--- src/rtl/db_ctrl_pkg.sv ---
// db_ctrl_pkg: shared state encodings and parameter defaults for the double-buffer controller
package db_ctrl_pkg;
    localparam int BANK_ADDR_WIDTH_DEF = 7;
    localparam int REP_WIDTH_DEF = 8;
    localparam int CNT_WIDTH_DEF = 16;
    typedef enum logic [1:0] {W_FILL, W_FULL, W_DONE} wr_state_t;
    typedef enum logic {R_IDLE, R_DRAIN} rd_state_t;
endpackage

--- src/rtl/db_addr_counter.sv ---
// db_addr_counter: wrapping counter with clear, enable and a flag raised at the configured limit
module db_addr_counter #(
    parameter int W = 7
) (
    input  logic         clk,
    input  logic         rst,
    input  logic         clr,
    input  logic         en,
    input  logic [W-1:0] limit,
    output logic [W-1:0] cnt,
    output logic         last
);
    logic [W-1:0] cnt_q, cnt_d;
    assign cnt = cnt_q;
    assign last = cnt_q == limit;
    always_comb cnt_d = clr ? '0 : en ? (last ? '0 : cnt_q + 1'b1) : cnt_q;
    always_ff @(posedge clk) begin
        if (rst) cnt_q <= '0;
        else     cnt_q <= cnt_d;
    end
endmodule

--- src/rtl/double_buffer_ctrl.sv ---
// double_buffer_ctrl: write/read sequencer for a ping-pong bank pair with repeated drains.
// Defining DB_CTRL_PERF_EN adds saturating stall/starve performance counters.
module double_buffer_ctrl
    import db_ctrl_pkg::*;
#(
    parameter int BANK_ADDR_WIDTH = BANK_ADDR_WIDTH_DEF,
    parameter int REP_WIDTH = REP_WIDTH_DEF,
    parameter int CNT_WIDTH = CNT_WIDTH_DEF
) (
    input  logic                       clk,
    input  logic                       rst,
    input  logic                       start,
    input  logic [BANK_ADDR_WIDTH-1:0] cfg_fill_len,
    input  logic [BANK_ADDR_WIDTH-1:0] cfg_drain_len,
    input  logic [REP_WIDTH-1:0]       cfg_drain_reps,
    input  logic [CNT_WIDTH-1:0]       cfg_num_banks,
    input  logic                       wvalid,
    output logic                       wready,
    input  logic                       rstall,
    output logic                       wen,
    output logic [BANK_ADDR_WIDTH-1:0] wadr,
    output logic                       ren,
    output logic [BANK_ADDR_WIDTH-1:0] radr,
    output logic                       switch_banks,
    output logic                       rvalid,
    output logic                       busy,
`ifdef DB_CTRL_PERF_EN
    output logic [CNT_WIDTH-1:0]       perf_wr_block,
    output logic [CNT_WIDTH-1:0]       perf_rd_starve,
`endif
    output logic                       done
);
    wr_state_t wr_state_q, wr_state_d;
    rd_state_t rd_state_q, rd_state_d;
    logic busy_q, busy_d, done_q, done_d, rvalid_q, rvalid_d;
    logic [BANK_ADDR_WIDTH-1:0] fill_len_q, fill_len_d, drain_len_q, drain_len_d;
    logic [REP_WIDTH-1:0] reps_q, reps_d, rep;
    logic [CNT_WIDTH-1:0] num_banks_q, num_banks_d, swapped_q, swapped_d;
    logic start_ok, wadr_last, radr_last, rep_last, pass_end, job_end;

    assign start_ok = start & ~busy_q;
    assign wready = busy_q & (wr_state_q == W_FILL);
    assign wen = wvalid & wready;
    assign ren = busy_q & (rd_state_q == R_DRAIN) & ~rstall;
    assign switch_banks = busy_q & (wr_state_q == W_FULL) & (rd_state_q == R_IDLE);
    assign pass_end = ren & radr_last & rep_last;
    // W_DONE means the bank being drained is the final one
    assign job_end = pass_end & (wr_state_q == W_DONE);
    assign busy = busy_q;
    assign done = done_q;
    assign rvalid = rvalid_q;

    db_addr_counter #(.W(BANK_ADDR_WIDTH)) u_wadr (
        .clk(clk), .rst(rst), .clr(start_ok), .en(wen),
        .limit(fill_len_q), .cnt(wadr), .last(wadr_last)
    );
    db_addr_counter #(.W(BANK_ADDR_WIDTH)) u_radr (
        .clk(clk), .rst(rst), .clr(start_ok | switch_banks), .en(ren),
        .limit(drain_len_q), .cnt(radr), .last(radr_last)
    );
    db_addr_counter #(.W(REP_WIDTH)) u_rep (
        .clk(clk), .rst(rst), .clr(start_ok | switch_banks), .en(ren & radr_last),
        .limit(reps_q), .cnt(rep), .last(rep_last)
    );

    always_comb begin
        wr_state_d = wr_state_q;
        rd_state_d = rd_state_q;
        busy_d = busy_q;
        swapped_d = swapped_q;
        fill_len_d = fill_len_q;
        drain_len_d = drain_len_q;
        reps_d = reps_q;
        num_banks_d = num_banks_q;
        done_d = job_end;
        rvalid_d = ren;
        if (start_ok) begin
            fill_len_d = cfg_fill_len;
            drain_len_d = cfg_drain_len;
            reps_d = cfg_drain_reps;
            num_banks_d = cfg_num_banks;
            busy_d = 1'b1;
            wr_state_d = W_FILL;
            rd_state_d = R_IDLE;
            swapped_d = '0;
        end else if (job_end) begin
            busy_d = 1'b0;
            wr_state_d = W_FILL;
            rd_state_d = R_IDLE;
        end else begin
            if (wen && wadr_last) wr_state_d = W_FULL;
            if (switch_banks) begin
                rd_state_d = R_DRAIN;
                swapped_d = swapped_q + 1'b1;
                wr_state_d = (swapped_q == num_banks_q) ? W_DONE : W_FILL;
            end else if (pass_end) begin
                rd_state_d = R_IDLE;
            end
        end
    end

    always_ff @(posedge clk) begin
        if (rst) begin
            wr_state_q <= W_FILL;
            rd_state_q <= R_IDLE;
            busy_q <= 1'b0;
            done_q <= 1'b0;
            rvalid_q <= 1'b0;
            swapped_q <= '0;
            fill_len_q <= '0;
            drain_len_q <= '0;
            reps_q <= '0;
            num_banks_q <= '0;
        end else begin
            wr_state_q <= wr_state_d;
            rd_state_q <= rd_state_d;
            busy_q <= busy_d;
            done_q <= done_d;
            rvalid_q <= rvalid_d;
            swapped_q <= swapped_d;
            fill_len_q <= fill_len_d;
            drain_len_q <= drain_len_d;
            reps_q <= reps_d;
            num_banks_q <= num_banks_d;
        end
    end

`ifdef DB_CTRL_PERF_EN
    logic [CNT_WIDTH-1:0] wr_block_q, wr_block_d, rd_starve_q, rd_starve_d;
    logic wr_block_hit, rd_starve_hit;
    assign wr_block_hit = busy_q & (wr_state_q == W_FULL) & wvalid;
    assign rd_starve_hit = busy_q & (rd_state_q == R_IDLE) & ~switch_banks;
    assign perf_wr_block = wr_block_q;
    assign perf_rd_starve = rd_starve_q;
    always_comb begin
        wr_block_d = start_ok ? '0 : (wr_block_hit && !(&wr_block_q)) ? wr_block_q + 1'b1 : wr_block_q;
        rd_starve_d = start_ok ? '0 : (rd_starve_hit && !(&rd_starve_q)) ? rd_starve_q + 1'b1 : rd_starve_q;
    end
    always_ff @(posedge clk) begin
        if (rst) begin
            wr_block_q <= '0;
            rd_starve_q <= '0;
        end else begin
            wr_block_q <= wr_block_d;
            rd_starve_q <= rd_starve_d;
        end
    end
`endif
endmodule

--- config.mk ---
export PLATFORM = sky130hd
export DESIGN_NAME = double_buffer_ctrl
export DESIGN_NICKNAME = d
export VERILOG_FILES = /design/src/rtl/db_ctrl_pkg.sv /design/src/rtl/db_addr_counter.sv /design/src/rtl/double_buffer_ctrl.sv
export SDC_FILE = /design/constraint.sdc
export NUM_CORES = 1
export LEC_CHECK = 0
export CORE_MARGIN = 4
export CORE_UTILIZATION = 54
export CTS_BUF_LIST = sky130_fd_sc_hd__clkbuf_4
export CTS_CLUSTER_SIZE = 20
export DETAILED_ROUTE_END_ITERATION = 12
export PLACE_DENSITY = 0.85
export SLEW_MARGIN = 20
export SYNTH_ARGS = -nofsm -noshare
export SYNTH_HDL_FRONTEND = slang
export SYNTH_SLANG_ARGS = --single-unit
--- constraint.sdc ---
create_clock -name clk -period 2.6 [get_ports clk]
set_input_delay 0.26 -clock clk [delete_from_list [all_inputs] [get_ports clk]]
set_output_delay 0.26 -clock clk [all_outputs]
set_load 0.01 [all_outputs]
### After elaboration in Yosys (flattened, before gate mapping)

Index checks and enable logic that the tools add are counted.

* word-level logic and storage cells: 57
* input port bits: 43
* bits in registers: 82

* $add $sub $neg: 4
* equality and inequality tests: 6
* bitwise logic cells: 15
* multiplexer cells: 10
* reductions and logical operators: 9

Operator list (count)
* adder 16 x 1 -> 16 bit, second input constant: 1
* equality test 16 bit: 1
* adder 7 x 1 -> 7 bit, second input constant: 2
* equality test 7 bit: 2
* 2-to-1 mux 7 bit: 2
* AND 1 bit: 10
* adder 8 x 1 -> 8 bit, second input constant: 1
* equality test 8 bit: 1
* 2-to-1 mux 8 bit: 1
* 2-to-1 mux 2 bit: 3
* nonzero test 2 bit: 3
* 2-to-1 mux 1 bit: 4
* NOT 1 bit: 4
* OR reduction 2 bit: 2
* OR reduction 3 bit: 1
* equality test 2 x 1 -> 1 bit, second input constant: 1
* equality test 2 bit, second input constant: 1
* zero test 2 bit: 1
* AND reduction 2 bit: 1
* logical AND 1 bit: 1
* bitwise OR 1 bit: 1

### Logic depth before layout (Yosys ltp)

* word-level depth: 7
* depth in mapped cells: 7
* depth with buffers taken out: 6

### Hierarchy

A second synthesis with hierarchy kept.

* cells, all modules: 436
* area, all modules: 3658.5 um^2

Modules (own cells, without submodules)
* double_buffer_ctrl: instances 1, area each 2434.8 um^2, sequential area each 1201.2 um^2, cells each 301
* db_addr_counter (u_radr ...): instances 2, area each 387.9 um^2, sequential area each 140.1 um^2, cells each 43
* db_addr_counter (u_rep): instances 1, area each 447.9 um^2, sequential area each 160.2 um^2, cells each 49

### Worst setup path before layout

OpenSTA, ideal clock, no wires.

* path type: register -> register
* from: reg busy_q (netlist: busy)
* to: reg u_rep.cnt_q[7] (netlist: u_rep.cnt[7])
* clock period less this slack: 1.927 ns
* slack: 0.673 ns
* arrival: 1.858 ns
* stages on the path, launching flop included: 7
* path buffers: 1
* cells stage by stage: dfxtp_1 and4bb_1 or3_1 buf_2 or3_1 or4_1 o21ai_1

* longest elaborated chain between the ends: 4
* elaborated cells between the ends (all ways): 9

RTL lines
* start: declaration: line double_buffer_ctrl.sv:35 `logic busy_q, busy_d, done_q, done_d, rvalid_q, rvalid_d;`
* start signal: assignment: line double_buffer_ctrl.sv:117 `busy_q <= busy_d;`
* AND 1 bit or NOT 1 bit (tied branches): line double_buffer_ctrl.sv:45, double_buffer_ctrl.sv:41
* AND 1 bit (on tied branches): line double_buffer_ctrl.sv:45, double_buffer_ctrl.sv:41
* bitwise OR 1 bit: line double_buffer_ctrl.sv:62 `.clk(clk), .rst(rst), .clr(start_ok | switch_banks), .en(ren & radr_last),`
* OR reduction 2 bit (no source line)
* end signal: assignment: line db_addr_counter.sv:19 `else cnt_q <= cnt_d;`
* end: declaration: line db_addr_counter.sv:13 `logic [W-1:0] cnt_q, cnt_d;`

Several ways; a longest one is shown, not always the timed one.
A chain may end at the register's enable or synchronous reset.

### Final worst setup path

* from: reg busy_q (netlist: busy)
* to: out wen

* longest elaborated chain between the ends: 2

RTL lines
* AND 1 bit: line double_buffer_ctrl.sv:42 `assign wready = busy_q & (wr_state_q == W_FILL);`
* AND 1 bit: line double_buffer_ctrl.sv:43 `assign wen = wvalid & wready;`
* end: declaration: line double_buffer_ctrl.sv:20 `output logic wen,`

No other way between the ends.

==> reports/metrics.cfg <==
[yosys]
yosysWarnings = 0
ys_ff_latch = 82
synthMuxAreaShare_pct = 0.5481
syn_nets = 490
synth_compound_area_share_pct = 10.72
ys_seq_area_share_pct = 44.95
synth_xor_area_share_pct = 14.63
synth.distinct_cells = 40
synth_edf_count = 0
synthCells = 443
synth_async_sr_flop_share_pct = 0
synthSimpleGateAreaFrac_pct = 24.94
synth_flop_cell = dfxtp_1
synth_top_family_by_area = simple AND/OR/NAND/NOR gates
synth-adder-area-share_pct = 1.370
avgSynthCellArea_sq_um = 8.244
netlist_area_sq_um = 3652

[timing]
hold_slack_ns = 0.3660
finalSetupViolations = 0
slew_viol_final = 0
rsz0062_at_grt = no
min_period_ns = 2.177
slew_headroom_pct = 50.78
skew_ns = 0.01358
timing.setup.tns_ns = 0
fmax_ghz = 0.4592
hold_viol_final = 0
worst_pin_slew_ns = 0.7316
min_period_over_period_pct = 83.75
worst_slack_ns = 0.4225

[critical_path]
crit_type = flip-flop to output pin
r2r_start = wr_state_q[1]
crit_required_ns = 2.34
reg2reg_to = u_rep.cnt[7]
cp-end-kind = output pin
cp.arrival_ns = 1.92
cp_max_fo = 7
crit_path_start_kind = flip-flop
r2r_setup_slack_ns = 0.49
reg2regPathDepth = 5

[global_routing]
grtUsageMet3_pct = 3.673
grt_usage_pct = 21.13
grt_pass1_wl_um = 14190
grt_max_degree = 44
globalRouteMet2Util_pct = 35.03
busiest_layer = met2
antenna_found_initial = 0
grt_pass1_vias = 3196
grt-ovfl-total = 0
grt_util_met1_pct = 26.96

[place]
dp.cells = 573
portBuffers = 63
routabilityCongestion = 0.8736
dp_hpwl_um = 6070
place_ws_ns = 0.3450

[die]
rows = 29
die-area_sq_um = 8143
die_h_um = 90.24
die_w_um = 90.24
num_io_pins = 64
start_util_pct = 56.55
core_sq_um = 6459

[routing]
vias_per_cell = 5.562
num_vias = 3276
drc = 0
routed_wl_um = 8595
drt-pass1-iter-count = 5
drtAntennaViolNets = 0
drt-initial-drc-count = 192
wl_per_cell_um = 14.59

[pwr]
leakagePower_nw = 1.660
power.total_mw = 2.419
cellPowerDensity_nw_per_um2 = 532.8
irDropWorstVdd_mv = 0.3712

[hold_path]
hold_path_depth = 3
hold_path.class = input port to flip-flop
hold_start = cfg_drain_len[4]
holdPathEnd = drain_len_q[4]

[finish]
n_fill_cell = 497
nets = 554
final_common_cell = nand2_1
multi_input_area_sq_um = 1909
area_growth_pct = 24.32
fin_cells = 589
seq_area_sq_um = 1642
layout_common_cells = nand2_1, dfxtp_1, clkdlybuf4s50_1
antennaDiodeCount = 0
drive_gt1_share_pct = 6.445

[status]
status = finished, final reports clean

[clock_tree]
clock_latency_ns = 0.42
ctsHoldBuffers = 0
cts_setup_buffers = 0
clock-root-buffer = clkbuf_4
cts_resized = 0
htreeDepth = 3
clockBufferDepth = 2
clk_pin_slew_ns = 0.13
cts_tree = done
cts_buffers = 9
cts.sinks = 82

[job]
maxCapViolCount = 0

-- stage by stage --
| step | cell area, sq um | utilization, % |
|---|---|---|
| global placement | 4379 | 67.80 |
| floorplan | 3652 | - |
| detailed placement | 4379 | 67.80 |
| finish | 4541 | 70.30 |
| CTS | 4541 | 70.30 |
| global route | 4541 | 70.30 |
-- how the worst max path moves through the flow --
stage,startpoint,to,cells after the start
final,busy,wen,3
after global routing,busy,wen,3
after CTS,busy,wen,3
after detailed placement,start,u_rep.cnt[7],6
after global placement,start,u_rep.cnt[7],6
after floorplan,busy,u_rep.cnt[7],6
-- registers in the layout, indices dropped and copies added (netlist names) --
register,count
reps_q,8
rd_state_q,1
u_rep.cnt,8
drain_len_q,7
swapped_q,16
done,1
busy,1
rvalid,1
num_banks_q,16
u_radr.cnt,7
fill_len_q,7
u_wadr.cnt,7
wr_state_q,2
-- critical path, cell delays in order, from the launching register on --
cell and delay [ns]:
dfxtp_1 0.40, buf_4 0.18, and4bb_2 0.35, clkdlybuf4s50_1 0.58
-- logic make-up after synthesis --
group                    Yosys count
adder cells (fa/ha/maj)            4
XOR/XNOR                          61
multiplexers                       2
buffers and inverters             27
flip-flops                        82
AO/OA/AOI/OAI                     73
AND/OR/NAND/NOR                  194
-- final cells by class --
class                      instances  area share (%)
multi-input combinational        334           42.05
sequential                        82           36.15
timing repair buffer              73           15.54
tap                               77           2.122
clock buffer                      11           1.819
clock inverter                     5           1.736
inverter                           7          0.5787
-- cells in the mapped netlist (3+ instances only) --
library cell  count  area, sq um
o21ai_0          10        50.05
nand2b_1          5        31.28
buf_1             4        15.01
and2_1            3        18.77
ha_1              4        50.05
nand3_1          12        60.06
xnor2_1          35        306.5
xor2_1           26        227.7
or3_1             7        43.79
inv_1             6        22.52
nor3_1           10        50.05
clkbuf_1         14        52.55
and4_1            4        35.03
nand2_1          97        364.1
nand4_1          10        62.56
dfxtp_1          82         1642
nor2_1           30        112.6
nor4_1            4        25.02
a21oi_1          54        270.3
-- where the power goes --
part	switching (mW)	internal [mW]
Sequential	0.0266	1.29
Combinational	0.135	0.134
Clock	0.420	0.411
-- layer usage --
metal  up-vias  share of wire, %
met5         -                 0
met2        92                49
met1      1561                44
met4         0               1.3
met3        11               5.4
li1       1612                 -
(Power assumes the default switching activity.)
==> RTL change 1, RTL diff (config.mk and constraints unchanged) <==
Add a define of `DB_CTRL_PERF_EN`.
--- a/src/rtl/double_buffer_ctrl.sv
+++ b/src/rtl/double_buffer_ctrl.sv
@@ -2,2 +2,4 @@
 // Defining DB_CTRL_PERF_EN adds saturating stall/starve performance counters.
+`define DB_CTRL_PERF_EN
+
 module double_buffer_ctrl
Function (old outputs only; new: perf_rd_starve and perf_wr_block): kept (equiv_simple and equiv_induct, registers matched by name and starting in step).
==> RTL change 1 against the unedited design <==
- total power up 28%
- wire length rose by 43%
- critical endpoint is now switch_banks
- design area up 44%
- setup slack lost 0.26 ns
- die area rose by 39%
- critical path depth grew 1
- critical path type unchanged
- sequential cell count is 32 higher
- area after synthesis grew 43%
==> RTL change 1: results (changes against the unedited design) <==
.. list-table::
   :header-rows: 1

   * - Metric
     - Value
   * - Run status
     - completed
   * - Pleak
     - 2.32 nW (+40%)
   * - Share of final-layout standard cells stronger than drive strength 1
     - 0.0788 (+0.0144)
   * - Pre-CTS setup slack
     - 0.338 ns (-0.00652 ns)
   * - Met2 demand-to-capacity share in global routing
     - 0.387 (+0.0365)
   * - Post-synth net total
     - 666 (+36%)
   * - Global-route wire length before repair
     - 20700 µm (+46%)
   * - Share of the cycle needed by the critical path after routing
     - 0.938 (+0.100)
   * - Critical path fanouts, max
     - 10 (+3)
   * - Total via count in the routed design
     - 4663 (+42%)
   * - Max-Slew Margin vs Limit
     - 0.519 (+0.0108)
   * - RePlAce Congestion
     - 0.869 (-0.58%)
   * - Highest ir drop seen on vdd
     - 0.322 mV (-13%)
   * - Arrival time reported for the critical path endpoint
     - 2.18 ns (+0.26 ns)
   * - Number of input and output port buffers inserted
     - 95 (+51%)
   * - Nets@finish
     - 761 (+37%)
   * - Fill cell instance count of the final layout
     - 712 (+43%)
   * - DR iter-0 viols
     - 182 (-5.2%)
   * - Number of instances in the synthesized netlist
     - 617 (+39%)
   * - Synth cell types
     - 52 (+30%)
   * - GR Util All Layers
     - 0.223 (+0.0114)
   * - Synth cell count leaders
     - sky130_fd_sc_hd__dfxtp_1, sky130_fd_sc_hd__nand2_1, sky130_fd_sc_hd__nor2_1
   * - GR Layer Usage met1
     - 0.260 (-0.00936)
   * - Number of global-route vias before repair
     - 4534 (+42%)
   * - Wirelength, routed
     - 12300 µm (+43%)
   * - Reg2Reg Capture Point
     - perf_rd_starve[13]
   * - Clock-pin slew of the registers on the worst-case setup and hold paths
     - 0.10 ns (-0.03 ns)
   * - Launch point of the worst reg-to-reg path
     - perf_rd_starve[0]
   * - Post-route cell area
     - 0.00652 mm² (+44%)
   * - Global-route track usage on met3
     - 0.0540 (+0.0173)
   * - CTS H-tree depth
     - 4 (+1)
   * - Latest clock arrival within the worst-skew pair
     - 0.49 ns (+0.07 ns)
   * - Slack of the worst reg-to-reg path
     - 0.40 ns (-0.09 ns)
   * - Detailed placement HPWL
     - 8950 µm (+47%)
   * - Instance area at placement
     - 0.00631 mm² (+44%)
   * - Via density
     - 5.47 (-1.6%)
-- RTL change 1: repair_timing --
item	4_1_cts	5_1_grt
hold buffers	0	0
gates resized for setup	1	0
setup endpoints to repair	1	0
-- RTL change 1: final cells by class --
type                            instances  share of cell area
Inverter                               10             0.00576
Tap cell                              129              0.0248
Sequential cell                       114               0.350
Multi-Input combinational cell        467               0.432
Clock inverter                         12              0.0109
Timing Repair Buffer                  102               0.156
Clock buffer                           18              0.0207
-- RTL change 1: how the worst min path moves through the flow --
| stage | startpoint | end | slack [ns] | depth (start not counted) |
|---|---|---|---|---|
| after floorplan | cfg_drain_len[0] | drain_len_q[0] | 0.40 | 2 |
| after global placement | num_banks_q[13] | num_banks_q[13] | 0.45 | 2 |
| after detailed placement | drain_len_q[6] | drain_len_q[6] | 0.46 | 2 |
| after CTS | cfg_num_banks[6] | num_banks_q[6] | 0.27 | 3 |
| after global routing | cfg_drain_reps[7] | reps_q[7] | 0.27 | 3 |
| final | cfg_drain_reps[2] | reps_q[2] | 0.31 | 3 |
-- RTL change 1: critical path, cell delays in order (launching register included) --
cell,delay (ns)
sky130_fd_sc_hd__dfxtp_2,0.45
sky130_fd_sc_hd__and2b_1,0.22
sky130_fd_sc_hd__nand3b_1,0.19
sky130_fd_sc_hd__inv_2,0.24
sky130_fd_sc_hd__clkdlybuf4s50_1,0.59
-- RTL change 1: kinds of logic (layout without fill, tap and decap cells) --
logic type | count (synthesis) | in the layout | share of synthesized area
flops | 114 | 114 | 0.436
xor+xnor | 80 | 80 | 0.134
compound gates | 95 | 95 | 0.112
mux | 4 | 4 | 0.00765
simple gates | 282 | 282 | 0.269
buf+inv | 36 | 142 | 0.0268
fa+ha+maj | 6 | 6 | 0.0144
-- RTL change 1: power breakdown --
| part | switching [mW] | internal (mW) |
|---|---|---|
| registers | 0.0316 | 1.78 |
| clock network | 0.642 | 0.361 |
| logic | 0.149 | 0.140 |
-- RTL change 1: per-layer routing --
layer,wire (µm),share of wire
met5,0,0
met4,246,0.020
met3,662,0.054
met2,6140,0.50
met1,5250,0.43
==> RTL change 2, RTL diff (same flow settings) <==
Made on the original files. Add an input register stage for `cfg_drain_reps`, without a reset; this delays it by one clock. The other inputs are not delayed to match.
--- a/src/rtl/double_buffer_ctrl.sv
+++ b/src/rtl/double_buffer_ctrl.sv
@@ -32,2 +32,9 @@
 );
+
+    logic [REP_WIDTH-1:0] cfg_drain_reps_q;
+
+    always_ff @(posedge clk) begin
+        cfg_drain_reps_q <= cfg_drain_reps;
+    end
+
     wr_state_t wr_state_q, wr_state_d;
@@ -79,3 +86,3 @@
             drain_len_d = cfg_drain_len;
-            reps_d = cfg_drain_reps;
+            reps_d = cfg_drain_reps_q;
             num_banks_d = cfg_num_banks;
Behaviour: not the same (Yosys sat finds a counterexample within 10 cycles, from zero or initial values and one cycle with rst high).
==> RTL change 2 against the unedited design <==
- wire length up 2.2%
- first-iteration DRC count grew 42%
- combinational power decreased by 2%
- global-route usage is essentially flat
- area after synthesis up 4.9%
- highest routed layer unchanged
- design area is 4.0% higher
- non-clock buffer count down 4
- sequential cell count rose by 8
- total power is 9.3% higher
- synthesized cell count up 1.8%
- setup slack worse by 0.19 ns
- clock power is 11% higher
==> RTL change 2: results (changes against the unedited design) <==
.. list-table::
   :header-rows: 1

   * - Metric
     - Value
   * - Post-synthesis adder-cell area fraction
     - 0.0131 (-0.000640)
   * - Xor and xnor area share after synthesis
     - 0.135 (-0.0114)
   * - Compound-cell area share of the yosys netlist
     - 0.106 (-0.00109)
   * - Number of instances in the synthesized netlist
     - 451 (+1.8%)
   * - Delay of the slowest critical-path stage
     - 0.63 ns (+0.05 ns)
   * - Worst-case hold slack
     - 0.254 ns (-0.112 ns)
   * - Inst Count DP
     - 595 (+3.8%)
   * - Post-synth net total
     - 498 (+1.6%)
   * - Mux cell area share after synthesis
     - 0.00261 (-0.00287)
   * - Synth area leaders
     - sky130_fd_sc_hd__dfxtp_1, sky130_fd_sc_hd__nand2_1, sky130_fd_sc_hd__xor2_1
   * - Non-filler cells in the finished layout
     - 611 (+3.7%)
   * - Highest ir drop seen on vdd
     - 0.351 mV (-5.3%)
   * - DR iter-0 viols
     - 272 (+42%)
   * - Fill cell instance count of the final layout
     - 536 (+7.8%)
   * - Hold Path End
     - cfg_drain_reps_q[7]
   * - Reg2Reg Capture Point
     - swapped_q[15]
   * - GR Util All Layers
     - 0.212 (+0.000411)
   * - Sequential cell area
     - 0.00180 mm² (+9.8%)
   * - Worst reg-to-reg path cell count
     - 6 (+1)
   * - RePlAce Congestion
     - 0.865 (-0.94%)
   * - Pre-CTS setup slack
     - 0.369 ns (+0.0240 ns)
   * - Run status
     - completed
   * - Via density
     - 5.43 (-2.4%)
   * - Instance area at placement
     - 0.00454 mm² (+3.7%)
   * - Routed met1 length
     - 3960 µm (+4.0%)
   * - Critical path fanouts, max
     - 9 (+2)
   * - Number of global-route vias before repair
     - 3216 (+0.63%)
   * - Pleak
     - 1.83 nW (+10%)
   * - Share of final-layout standard cells stronger than drive strength 1
     - 0.0583 (-0.00620)
   * - Hold path startpoint
     - cfg_drain_reps[7]
   * - Routed length on met3
     - 508 µm (+8.8%)
   * - Nets@finish
     - 557 (+0.54%)
   * - Synth cell types
     - 41 (+2.5%)
   * - Global-route wire length before repair
     - 14700 µm (+3.3%)
   * - Maximum number of pins on one net before global-route repair
     - 40 (-9.1%)
-- RTL change 2: worst max-delay path by stage --
stage	startpoint	end	slack [ns]	depth (start not counted)
global route	busy	wen	0.13	2
CTS	busy	wen	0.15	2
floorplan	u_radr.cnt[4]	u_rep.cnt[6]	0.89	6
global placement	rstall	wr_state_q[1]	0.43	5
finish	busy	wen	0.23	2
detailed placement	rstall	wr_state_q[1]	0.37	5
-- RTL change 2: final cells by class --
cell class              count  share of cell area
well taps                  96              0.0254
clock inverters             7              0.0228
flip-flops and latches     90               0.382
repair buffers             69               0.143
multi-input cells         337               0.410
inverters                   3             0.00239
clock buffers               9              0.0143
-- RTL change 2: repair_timing --
item / 4_1_cts / 5_1_grt
hold buffers: 0 / 0
setup endpoints to repair: 0 / 1
gates resized for setup: 0 / 1
buffers inserted: 0 / 0
-- RTL change 2: power by group --
group | switching (mW) | leakage (nW) | internal, mW
Clock | 0.448 | 0.0948 | 0.478
Sequential | 0.0322 | 0.734 | 1.42
Combinational | 0.137 | 0.998 | 0.127
